File: src/rtl/div_bcd_out.sv
// Output stage of the 32/16 restoring divider: latches quotient/remainder on a rising
// ready level and converts the quotient to packed BCD with a one-bit-per-clock double-dabble.
module div_bcd_out #(
  parameter int unsigned WIDTH  = 32,
  parameter int unsigned RW     = 16,
  parameter int unsigned DIGITS = 10,
  parameter int unsigned CW     = 6
) (
  input  logic                  clk,
  input  logic                  clr,
  input  logic                  load,
  input  logic [WIDTH-1:0]      bin_q,
  input  logic [RW-1:0]         bin_r,
  output logic [4*DIGITS-1:0]   bcd_q,
  output logic [RW-1:0]         r_out,
  output logic                  busy,
  output logic                  done,
  output logic [CW-1:0]         count
);

  localparam int unsigned AW = 4 * DIGITS;

  typedef enum logic [1:0] {
    IDLE  = 2'd0,
    SHIFT = 2'd1,
    DONE  = 2'd2
  } state_t;

  state_t           state;
  state_t           next_state;
  logic             load_d;
  logic [WIDTH-1:0] sh;
  logic [AW-1:0]    acc;
  logic [AW-1:0]    adj;
  logic [AW-1:0]    acc_next;
  logic             req;
  logic             last;
  logic             accept;
  logic             shift_en;
  logic             finish;

  // Only a rising ready level is a request, so a held-high ready gives one conversion.
  assign req  = load & ~load_d;
  assign last = (count == CW'(WIDTH - 1));

  // State register
  always_ff @(posedge clk or posedge clr) begin
    if (clr) state <= IDLE;
    else     state <= next_state;
  end

  // Next-state logic
  always_comb begin
    next_state = state;
    case (state)
      IDLE:    if (req)  next_state = SHIFT;
      SHIFT:   if (last) next_state = DONE;
      DONE:    if (req)  next_state = SHIFT;
      default: next_state = IDLE;
    endcase
  end

  // Control decode; requests arriving during SHIFT are dropped
  always_comb begin
    accept   = 1'b0;
    shift_en = 1'b0;
    finish   = 1'b0;
    case (state)
      IDLE, DONE: accept = req;
      SHIFT: begin
        shift_en = 1'b1;
        finish   = last;
      end
      default: ;
    endcase
  end

  // Add-3 to every digit >= 5, then shift the next quotient bit into the bottom
  always_comb begin
    adj = acc;
    for (int i = 0; i < int'(DIGITS); i++) begin
      if (acc[4*i +: 4] >= 4'd5) adj[4*i +: 4] = acc[4*i +: 4] + 4'd3;
    end
    acc_next = {adj[AW-2:0], sh[WIDTH-1]};
  end

  // Datapath and registered status
  always_ff @(posedge clk or posedge clr) begin
    if (clr) begin
      load_d <= 1'b0;
      sh     <= '0;
      acc    <= '0;
      bcd_q  <= '0;
      r_out  <= '0;
      count  <= '0;
      busy   <= 1'b0;
      done   <= 1'b0;
    end else begin
      load_d <= load;
      busy   <= (next_state == SHIFT);
      done   <= (next_state == DONE);
      if (accept) begin
        sh    <= bin_q;
        acc   <= '0;
        r_out <= bin_r;
        count <= '0;
      end else if (shift_en) begin
        acc   <= acc_next;
        sh    <= {sh[WIDTH-2:0], 1'b0};
        count <= count + CW'(1);
        if (finish) bcd_q <= acc_next;
      end
    end
  end

endmodule
File: config.mk
export PLATFORM = sky130hd
export DESIGN_NAME = div_bcd_out
export DESIGN_NICKNAME = d
export VERILOG_FILES = /design/src/rtl/div_bcd_out.sv
export SDC_FILE = /design/constraint.sdc
export NUM_CORES = 1
export LEC_CHECK = 0
export BUFFER_PORTS_ARGS = -buffer_cell sky130_fd_sc_hd__buf_2
export CORE_MARGIN = 8
export CORE_UTILIZATION = 45
export CTS_CLUSTER_SIZE = 24
export DETAILED_ROUTE_END_ITERATION = 16
export PLACE_DENSITY_LB_ADDON = 0.05
export SYNTH_ARGS = -nofsm -noshare
export SYNTH_HDL_FRONTEND = slang
export SYNTH_SLANG_ARGS = --single-unit
File: constraint.sdc
create_clock -name clk -period 12.1 [get_ports clk]
set_clock_uncertainty 0.1 [all_clocks]
set_input_delay 2.42 -clock clk [delete_from_list [all_inputs] [get_ports clk]]
set_output_delay 2.42 -clock clk [all_outputs]
set_load 0.02 [all_outputs]
==> results of run 1 <==
cell usage after synthesis (2+ instances only):
| master | n | area [um^2] |
|---|---|---|
| nand4_1 | 2 | 12.5 |
| nand2b_1 | 11 | 68.8 |
| mux2_2 | 26 | 293 |
| o21ai_0 | 35 | 175 |
| buf_6 | 6 | 67.6 |
| nor3b_1 | 9 | 67.6 |
| buf_2 | 7 | 35.0 |
| nand2_1 | 146 | 548 |
| buf_1 | 6 | 22.5 |
| o21ai_1 | 4 | 20.0 |
| a31oi_1 | 10 | 62.6 |
| inv_1 | 22 | 82.6 |
| or3b_2 | 10 | 87.6 |
| clkbuf_1 | 15 | 56.3 |
| xor2_1 | 3 | 26.3 |
| o21bai_1 | 2 | 15.0 |
| nor3_1 | 11 | 55.1 |
| dfrtp_1 | 139 | 3480 |
| nor2_1 | 15 | 56.3 |
| xnor2_1 | 10 | 87.6 |
| o22ai_1 | 29 | 181 |
| a21oi_1 | 20 | 100 |
| o21ai_2 | 24 | 210 |
| a22oi_1 | 31 | 233 |
| ha_1 | 21 | 263 |
through the flow:
stage          hold slack (ns)  cells  worst slack [ns]  util, %  instance area, um^2
3_5_place_dp             0.361    886              7.89     50.9                 7040
4_1_cts                  0.374    918              8.33     55.1                 7620
5_1_grt                  0.390    918              8.22     55.1                 7620
2_1_floorplan            0.347    621              5.86        -                 6360
6_report                 0.367    918              8.33     55.1                 7620
3_3_place_gp             0.355    886              7.91     50.9                 7040
flip-flops by register name (all words and copies together), names as in the netlist:
name / cells
busy: 1
sh: 32
bcd_q: 40
load_d: 1
r_out: 16
done: 1
acc: 40
state: 2
count: 6
routing by layer:
| metal | up-vias | track usage (%) | share of wire, % |
|---|---|---|---|
| li1 | 2369 | - | - |
| met1 | 2304 | 19.6 | 45 |
| met2 | 93 | 25.7 | 48 |
| met3 | 16 | 5.79 | 6.1 |
| met4 | 2 | 6.18 | 1.1 |
| met5 | - | 0 | 0.057 |
worst register-to-register path, stage by stage, from the launching register on:
cell     delay [ns]
dfrtp_1        0.40
ha_1           0.25
nand2_1        0.12
or4_2          0.88
buf_4          0.40
nand2_1        0.17
o21ai_1        0.08
logic make-up after synthesis:
logic type | share of synthesized area (%)
xor+xnor | 1.79
buf+inv | 4.27
fa+ha+maj | 4.13
simple gates | 14.7
compound gates | 15.8
flops | 54.7
mux | 4.60
final cells by class:
type	instances	area share, %
sequential	139	45.6
multi-input combinational	425	34.6
timing repair buffer	120	8.07
clock buffer	24	6.45
tap	180	2.95
clock inverter	8	1.18
inverter	22	1.15
path summary, 6_finish.rpt:
path                       startpoint  cells past startpoint  slack (ns)   endpoint
max in group asynchronous         clr                      3        8.53  bcd_q[10]
max reg2reg                  count[0]                      6        9.57  bcd_q[12]
min                         bcd_q[14]                      2        0.37  bcd_q[14]
min in group asynchronous         clr                      2        1.97   r_out[9]
max                              load                      4        8.33   r_out[3]
min reg2reg                 bcd_q[14]                      2        0.37  bcd_q[14]
power by group through the flow:
| stage | logic (mW) | clock network [mW] | registers, mW |
|---|---|---|---|
| 4_1_cts | 0.939 | 0.521 | 0.816 |
| 2_1_floorplan | 0.581 | 0 | 0.912 |
| 5_1_grt | 1.04 | 0.541 | 0.848 |
| 3_3_place_gp | 0.910 | 0 | 0.812 |
| 3_5_place_dp | 0.938 | 0 | 0.822 |
| 6_report | 0.925 | 0.507 | 0.814 |
==> impl_metrics.py, run 1 <==
metrics = {
    "run_status": {
        "status": "complete, no violations",
    },
    "run": {
        "drv_cap": 0,
    },
    "worst_setup_path": {
        "cp_cell_sequence": "buf_2 > nor3b_4 > buf_4 > mux2_2",
        "worst-setup-path-type": "in2reg",
        "crit_path_end_kind": "flop",
        "critical_path.slowest_cell": "buf_4",
        "cp_slowest_stage_delay_ns": 0.78,
        "critPathBufInv": 2,
        "critical-path-top-delay-family": "buffers and inverters",
        "startpoint_type": "input pin",
        "worstPathArrival_ns": 3.96,
        "cp_max_fo": 85,
        "required_ns": 12.29,
    },
    "synth": {
        "syn-cell-area_um2": 6360,
        "syn-num-nets": 693,
        "synth_ff_type": "dfrtp_1",
        "avgSynthCellArea_um2": 10.2,
        "yosys_warnings": 0,
        "synth_edf_count": 0,
        "seq_area_frac_synth_pct": 54.7,
        "synthCells": 621,
        "synth_seq_cells": 139,
        "synth_cell_types": 32,
        "synthArstFlopShare_pct": 100,
    },
    "finish": {
        "area_growth_pct": 19.9,
        "fin_nets": 797,
        "layout-drive-gt1-share_pct": 29.3,
        "nFillCells": 1243,
        "register_area_um2": 3480,
        "antenna_cells": 0,
        "final_common_cell": "nand2_1",
        "final_cell_mix": "146 x nand2_1, 139 x dfrtp_1, 114 x buf_2, 35 x o21ai_0, 31 x a22oi_1",
        "multiInputGateArea_um2": 2640,
    },
    "floorplan": {
        "die_area_um2": 18200,
        "die_h_um": 135,
        "ios": 115,
        "start_util_pct": 46.0,
        "rows": 43,
        "chipWidth_um": 135,
        "coreArea_um2": 13800,
    },
    "drt": {
        "wire_per_inst_um": 15.2,
        "via_per_inst": 5.21,
        "vias": 4784,
        "drt_first_iter_violations": 262,
        "drt-total-wl_um": 13900,
        "ant_nets": 0,
        "drcViolationCount": 0,
        "dr.pass1.iters": 5,
    },
    "timing": {
        "post-route-period-util_pct": 31.1,
        "hold_viol": 0,
        "slew_viol_final": 0,
        "worst_pin_slew_ns": 1.07,
        "clock.fmax_mhz": 265,
        "min_period_ns": 3.77,
        "finalSetupViolCount": 0,
        "relSlewSlack_pct": 28.5,
        "fin_setup_tns_ns": 0,
        "grt_setup_unrepaired": "false",
    },
    "clock_network": {
        "cts_resized": 0,
        "clk_latency_ns": 0.41,
        "cts_tree": "yes",
        "htreeDepth": 4,
        "cts_num_sinks": 139,
        "cts_hold_buffers": 0,
        "clk_path_buf_depth": 2,
        "cts_root_buf": "clkbuf_16",
        "clk_pin_slew_worst_paths_ns": 0.05,
        "postCtsSetupBuffers": 0,
        "cts_buffers": 17,
    },
    "power": {
        "p_comb_share_pct": 41.2,
        "ir_worst_vdd_mv": 0.127,
        "power.share.clock_pct": 22.6,
        "pwr-share-seq_pct": 36.2,
        "p_switching_uw": 883,
        "internal-power_mw": 1.36,
        "power.density_nw_per_um2": 295,
        "p_leak_nw": 3.70,
        "power_mw": 2.25,
        "switching_share_pct": 39.3,
    },
    "place": {
        "hpwl_um": 9200,
        "portBuffers": 114,
        "place_congestion": 0.771,
    },
    "grt": {
        "grt_pass1_wl_um": 23700,
        "grt_max_degree": 86,
        "antenna_found_initial": 1,
        "grt_pass1_vias": 4886,
        "grt_overflow": 0,
        "grtUsageTotal_pct": 16.1,
    },
    "hold_path": {
        "hold_class": "reg2reg",
    },
}
No activity file was read; power rests on OpenSTA's default activity.
==> run 2, diff against run 1 <==
==> constraint.sdc (replaced) <==
create_clock -name clk -period 3.28 [get_ports clk]
set_clock_uncertainty 0.1 [all_clocks]
set_input_delay 0.656 -clock clk [delete_from_list [all_inputs] [get_ports clk]]
set_output_delay 0.656 -clock clk [all_outputs]
set_load 0.02 [all_outputs]
==> run 2 against run 1 <==
Clock power rose to 3.7 times the previous value. Utilization up 0.20 points. Non-clock buffer count up 1. Sequential power rose to 3.7 times the previous value. Flip-flop and latch count unchanged. Total power rose to 3.7 times the previous value. Hold slack worse by 0.085 ns. Combinational power rose to 3.7 times the previous value. Design area up 0.36%. Wire length down 0.32%. Critical endpoint is now bcd_q[25]. Critical path depth up 2.
==> impl_metrics.py, run 2 (same netlist as run 1, synthesis figures left out) <==
metrics = {
    "timing": {
        "worst_pin_slew_ns": 0.935,
        "finalSetupViolCount": 0,
        "fin_setup_tns_ns": 0,
        "post-route-period-util_pct": 68.9,
        "slew_viol_final": 0,
        "clock.fmax_mhz": 442,
        "min_period_ns": 2.26,
        "grt_setup_unrepaired": "false",
        "relSlewSlack_pct": 37.6,
        "hold_viol": 0,
        "fin_ws_ns": 1.02,
    },
    "clock_network": {
        "postCtsSetupBuffers": 0,
        "htreeDepth": 4,
        "clk_latency_ns": 0.41,
        "cts_root_buf": "clkbuf_16",
        "clk_pin_slew_worst_paths_ns": 0.06,
        "cts_resized": 0,
        "clk_path_buf_depth": 2,
        "cts_buffers": 17,
        "cts_num_sinks": 139,
        "cts_hold_buffers": 0,
        "cts_tree": "yes",
    },
    "worst_setup_path": {
        "crit_path_end_kind": "flop",
        "critical_path.slowest_cell": "or4_2",
        "crit_start": "count[0]",
        "cp_max_fo": 61,
        "worstPathArrival_ns": 2.43,
        "path_common_cell": "nand2_1",
        "critical_path.reg2reg.startpoint": "count[0]",
        "required_ns": 3.45,
        "critical-path-top-delay-family": "simple AND/OR/NAND/NOR gates",
        "worst-setup-path-type": "reg2reg",
        "startpoint_type": "flop",
        "cp_cell_sequence": "ha_1 > nand2_1 > or4_2 > buf_4 > nand2_1 > o21ai_1",
        "critPathBufInv": 1,
        "cp_slowest_stage_delay_ns": 0.64,
    },
    "drt": {
        "wire_per_inst_um": 15.1,
        "drcViolationCount": 0,
        "ant_nets": 0,
        "via_per_inst": 5.21,
        "dr.pass1.iters": 6,
        "vias": 4790,
        "drt_first_iter_violations": 305,
        "drt-total-wl_um": 13900,
    },
    "floorplan": {
        "die_area_um2": 18200,
        "chipWidth_um": 135,
        "die_h_um": 135,
        "start_util_pct": 46.0,
        "ios": 115,
        "coreArea_um2": 13800,
        "rows": 43,
    },
    "power": {
        "p_comb_share_pct": 41.3,
        "internal-power_mw": 5.05,
        "power_mw": 8.32,
        "p_switching_mw": 3.27,
        "p_leak_nw": 3.71,
        "power.density_nw_per_um2": 1090,
        "power.share.clock_pct": 22.6,
        "pwr-share-seq_pct": 36.1,
        "switching_share_pct": 39.3,
        "ir_worst_vdd_mv": 0.593,
    },
    "run": {
        "drv_cap": 0,
    },
    "grt": {
        "grt_pass1_vias": 5009,
        "globalRouteMet1Util_pct": 19.1,
        "busiest_layer": "met2",
        "grt_max_degree": 140,
        "use_met3_pct": 6.58,
        "met2_usage_pct": 25.3,
        "grtUsageTotal_pct": 16.0,
        "antenna_found_initial": 1,
        "grt_overflow": 0,
        "grt_pass1_wl_um": 23600,
    },
    "finish": {
        "final_common_cell": "nand2_1",
        "utilization_pct": 55.3,
        "fin_nets": 798,
        "nFillCells": 1185,
        "final_cell_mix": "146 x nand2_1, 139 x dfrtp_1, 114 x buf_2, 35 x o21ai_0, 31 x a22oi_1",
        "layout-drive-gt1-share_pct": 29.5,
        "register_area_um2": 3480,
        "area_growth_pct": 20.3,
        "biggestRegsByFlops": "acc: 40 flops, bcd_q: 40 flops, sh: 32 flops",
        "multiInputGateArea_um2": 2640,
    },
    "hold_path": {
        "hold_class": "in2reg",
        "min_from": "load",
    },
    "place": {
        "portBuffers": 114,
        "place_ws_ns": 0.825,
        "place_congestion": 0.784,
        "hpwl_um": 8960,
    },
    "run_status": {
        "status": "complete, no violations",
    },
}
## run 2: cell count changes in the layout (fill, tap and decap cells not counted), sizes merged
cell	delta
buf	+1
clkbuf	-1
clkinvlp	+1
diode	+1
inv	-1
## run 2: metrics by stage
step | hold WS [ns] | cell area [um^2] | cells
floorplan | 0.347 | 6360 | 621
global placement | 0.355 | 7060 | 887
detailed placement | 0.360 | 7060 | 887
CTS | 0.266 | 7650 | 918
global route | 0.269 | 7650 | 918
finish | 0.282 | 7650 | 919
## run 2: area by class of cell
type / instances / area share, %
well taps: 180 / 2.94
diodes: 1 / 0.0327
repair buffers: 121 / 8.31
inverters: 22 / 1.13
flip-flops and latches: 139 / 45.5
multi-input cells: 425 / 34.4
clock inverters: 8 / 1.18
clock buffers: 23 / 6.51
## run 2: path summary, 6_finish.rpt
kind | end | slack, ns | cells after the start
worst max-delay path | bcd_q[25] | 1.02 | 6
worst min-delay path | load_d | 0.28 | 1
worst max register to register | bcd_q[25] | 1.02 | 6
worst min register to register | bcd_q[36] | 0.37 | 2
max in group asynchronous | acc[7] | 2.20 | 3
min in group asynchronous | r_out[5] | 0.38 | 3
## run 2: metal layers
layer,up-vias,routed length [um]
met5,-,12
met4,2,153
met3,16,945
met2,115,6540
met1,2283,6230
li1,2374,-
## run 2: power groups by stage
stage | Clock, mW | Combinational (mW) | Sequential, mW
2_1_floorplan | 0 | 2.14 | 3.36
3_3_place_gp | 0 | 3.37 | 3.00
3_5_place_dp | 0 | 3.49 | 3.03
4_1_cts | 1.93 | 3.50 | 3.01
5_1_grt | 2.01 | 3.85 | 3.12
6_report | 1.88 | 3.44 | 3.01
==> run 3, diff against run 2 <==
--- a/config.mk
+++ b/config.mk
@@ -5,6 +5,7 @@
 export SDC_FILE = /design/constraint.sdc
 export NUM_CORES = 1
 export LEC_CHECK = 0
+export ABC_AREA = 1
 export BUFFER_PORTS_ARGS = -buffer_cell sky130_fd_sc_hd__buf_2
 export CORE_MARGIN = 8
 export CORE_UTILIZATION = 45
==> constraint.sdc (replaced) <==
create_clock -name clk -period 2.1 [get_ports clk]
set_clock_uncertainty 0.1 [all_clocks]
set_input_delay 0.42 -clock clk [delete_from_list [all_inputs] [get_ports clk]]
set_output_delay 0.42 -clock clk [all_outputs]
set_load 0.02 [all_outputs]
==> run 3 against run 2 <==
Die area grew 3.2%. Hold slack lost 0.24 ns. Clock-buffer cell count up 3. Utilization is 0.55 points higher. Via count rose by 19%. Worst setup slack worse by 0.78 ns. Final cell count increased by 26%. Total power up 60%. Sequential share of layout area shrank 2.3 points. Wire length rose by 17%. Combinational power grew 61%. Critical endpoint is now sh[6]. Largest cell class unchanged. Highest routed layer is now met4.
==> impl_metrics.py, run 3 <==
metrics = {
    "synth": {
        "syn-cell-area_um2": 6590,
        "synth_top_cell_by_area": "dfrtp_1",
        "yosys_warnings": 0,
        "synthArstFlopShare_pct": 100,
        "synth_edf_count": 0,
        "synth_cell_types": 22,
        "synth_most_common_cell": "nand2_1",
        "synth_seq_cells": 139,
        "synth_common_cells": "429 x nand2_1, 139 x dfrtp_1, 68 x inv_1, 53 x nand3_1, 27 x nor2_1",
        "synthCells": 843,
        "seq_area_frac_synth_pct": 52.8,
        "avgSynthCellArea_um2": 7.82,
        "syn-num-nets": 915,
        "synth_top_area_share_pct": 52.8,
        "synthTopCellsByArea": "dfrtp_1 53%, nand2_1 24%, nand3_1 4.0%",
        "synth_ff_type": "dfrtp_1",
    },
    "floorplan": {
        "start_util_pct": 45.7,
        "rows": 44,
        "chipWidth_um": 137,
        "die_area_um2": 18800,
        "coreArea_um2": 14400,
        "ios": 115,
        "die_h_um": 137,
    },
    "timing": {
        "min_period_ns": 1.86,
        "worst_pin_slew_ns": 0.593,
        "slew_viol_final": 0,
        "post-route-period-util_pct": 88.8,
        "clock.fmax_mhz": 537,
        "hold_viol": 0,
        "grt_setup_unrepaired": "false",
        "fin_ws_ns": 0.236,
        "finalSetupViolCount": 0,
        "relSlewSlack_pct": 60.4,
    },
    "place": {
        "numPlacedInstances": 1125,
        "portBuffers": 114,
        "place_ws_ns": 0.187,
        "hpwl_um": 11300,
        "placed_area_um2": 7420,
        "place_congestion": 0.817,
    },
    "drt": {
        "wire_per_inst_um": 14.0,
        "via_per_inst": 4.91,
        "drcViolationCount": 0,
        "dr.pass1.iters": 5,
        "vias": 5689,
        "drt-total-wl_um": 16200,
        "ant_nets": 0,
        "drt_first_iter_violations": 388,
    },
    "finish": {
        "final_common_cell": "nand2_1",
        "biggestRegsByFlops": "acc: 40 flops, bcd_q: 40 flops, sh: 32 flops",
        "fin_cells": 1158,
        "antenna_cells": 0,
        "utilization_pct": 55.9,
        "fin_nets": 1033,
        "area_growth_pct": 22.3,
        "final_cell_mix": "429 x nand2_1, 139 x dfrtp_1, 114 x buf_2, 67 x inv_1, 53 x nand3_1",
        "nFillCells": 1354,
        "layout-drive-gt1-share_pct": 17.0,
        "final_area_um2": 8060,
    },
    "grt": {
        "grt_overflow": 0,
        "grtUsageTotal_pct": 18.2,
        "grt_pass1_vias": 5915,
        "grt_max_degree": 52,
        "grt_pass1_wl_um": 27200,
        "antenna_found_initial": 0,
    },
    "hold_path": {
        "hold_class": "in2reg",
        "hold_depth": 1,
        "min_from": "load",
        "whs_endpoint": "load_d",
    },
    "clock_network": {
        "clk_path_buf_depth": 2,
        "cts_resized": 0,
        "cts_hold_buffers": 1,
        "cts_tree": "yes",
        "cts_buffers": 17,
        "clk_pin_slew_worst_paths_ns": 0.06,
        "postCtsSetupBuffers": 0,
        "clk_latency_ns": 0.42,
        "htreeDepth": 4,
        "cts_num_sinks": 139,
        "cts_root_buf": "clkbuf_16",
    },
    "worst_setup_path": {
        "timing.reg2reg.setup_slack_ns": 0.24,
        "crit_path_end_kind": "flop",
        "worstRegToRegCells": 6,
        "startpoint_type": "flop",
        "cp_cell_sequence": "inv_1 > nand3_1 > inv_1 > buf_12 > nand2_1 > nand3_1",
        "critical_path.slowest_cell": "inv_1",
        "crit_start": "state[0]",
        "r2r_end": "sh[6]",
        "critPathBufInv": 3,
        "cp_slowest_stage_delay_ns": 0.50,
        "critical-path-top-delay-family": "buffers and inverters",
        "cp_max_fo": 33,
        "worst-setup-path-type": "reg2reg",
        "critical_path.reg2reg.startpoint": "state[0]",
        "required_ns": 2.35,
        "worstPathArrival_ns": 2.12,
    },
    "power": {
        "p_leak_nw": 4.60,
        "power.density_nw_per_um2": 1650,
        "ir_worst_vdd_mv": 0.609,
        "power_mw": 13.3,
    },
    "run": {
        "drv_cap": 0,
    },
    "run_status": {
        "status": "complete, no violations",
    },
}
run 3: cell types whose count changed in the layout (fill, tap and decap cells not counted), sizes merged, moves of 19 or more:
cell / before / now
nand2: 146 / 430
nand3: 0 / 55
inv: 21 / 70
a22oi: 31 / 0
o21ai: 63 / 34
mux2: 26 / 0
a21oi: 20 / 1
run 3: metrics by stage:
| step | setup TNS, ns | hold slack (ns) |
|---|---|---|
| after global routing | 0 | 0.0308 |
| after floorplan | -21.56 | 0.342 |
| after detailed placement | 0 | 0.360 |
| after global placement | 0 | 0.357 |
| final | 0 | 0.0376 |
| after CTS | 0 | 0.0163 |
run 3: layout make-up:
type                    count  area (um^2)  share of cell area (%)
repair buffers            128          766                    9.50
flip-flops and latches    139         3480                    43.2
clock inverters             6          105                    1.30
multi-input cells         604         2680                    33.3
well taps                 184          230                    2.86
clock buffers              26          529                    6.57
inverters                  71          270                    3.35
run 3: per-layer routing:
| layer | GRT usage [%] | wire length [um] | vias up |
|---|---|---|---|
| li1 | - | - | 2870 |
| met1 | 21.8 | 7190 | 2665 |
| met2 | 29.4 | 7750 | 137 |
| met3 | 6.06 | 1100 | 17 |
| met4 | 7.85 | 182 | 0 |
| met5 | 0 | 0 | - |
run 3: where the power goes:
group          internal [mW]  switching [mW]
Clock                   2.09            1.08
Combinational           1.86            3.68
Sequential              3.81           0.762
Total                   7.76            5.53
run 3: logic make-up after synthesis:
family | count (synthesis) | synth area share (%)
adder cells (fa/ha/maj) | 21 | 3.99
buffers and inverters | 100 | 6.53
AO/OA/AOI/OAI | 47 | 3.82
flip-flops | 139 | 52.8
XOR/XNOR | 1 | 0.133
AND/OR/NAND/NOR | 535 | 32.8
run 3: how the worst max path moves through the flow:
| stage | to | slack [ns] | cells past startpoint |
|---|---|---|---|
| 2_1_floorplan | acc[0] | -0.16 | 1 |
| 3_5_place_dp | sh[16] | 0.19 | 6 |
| 6_report | sh[6] | 0.24 | 6 |
| 4_1_cts | sh[15] | 0.22 | 6 |
| 3_3_place_gp | sh[18] | 0.24 | 6 |
| 5_1_grt | sh[8] | 0.003 | 6 |
run 3: worst register-to-register path: cells and delay by family (launching register included):
family	cells	cell delay (ns)
and+or+nand+nor	3	0.45
DFF	1	0.39
buffers and inverters	3	0.86
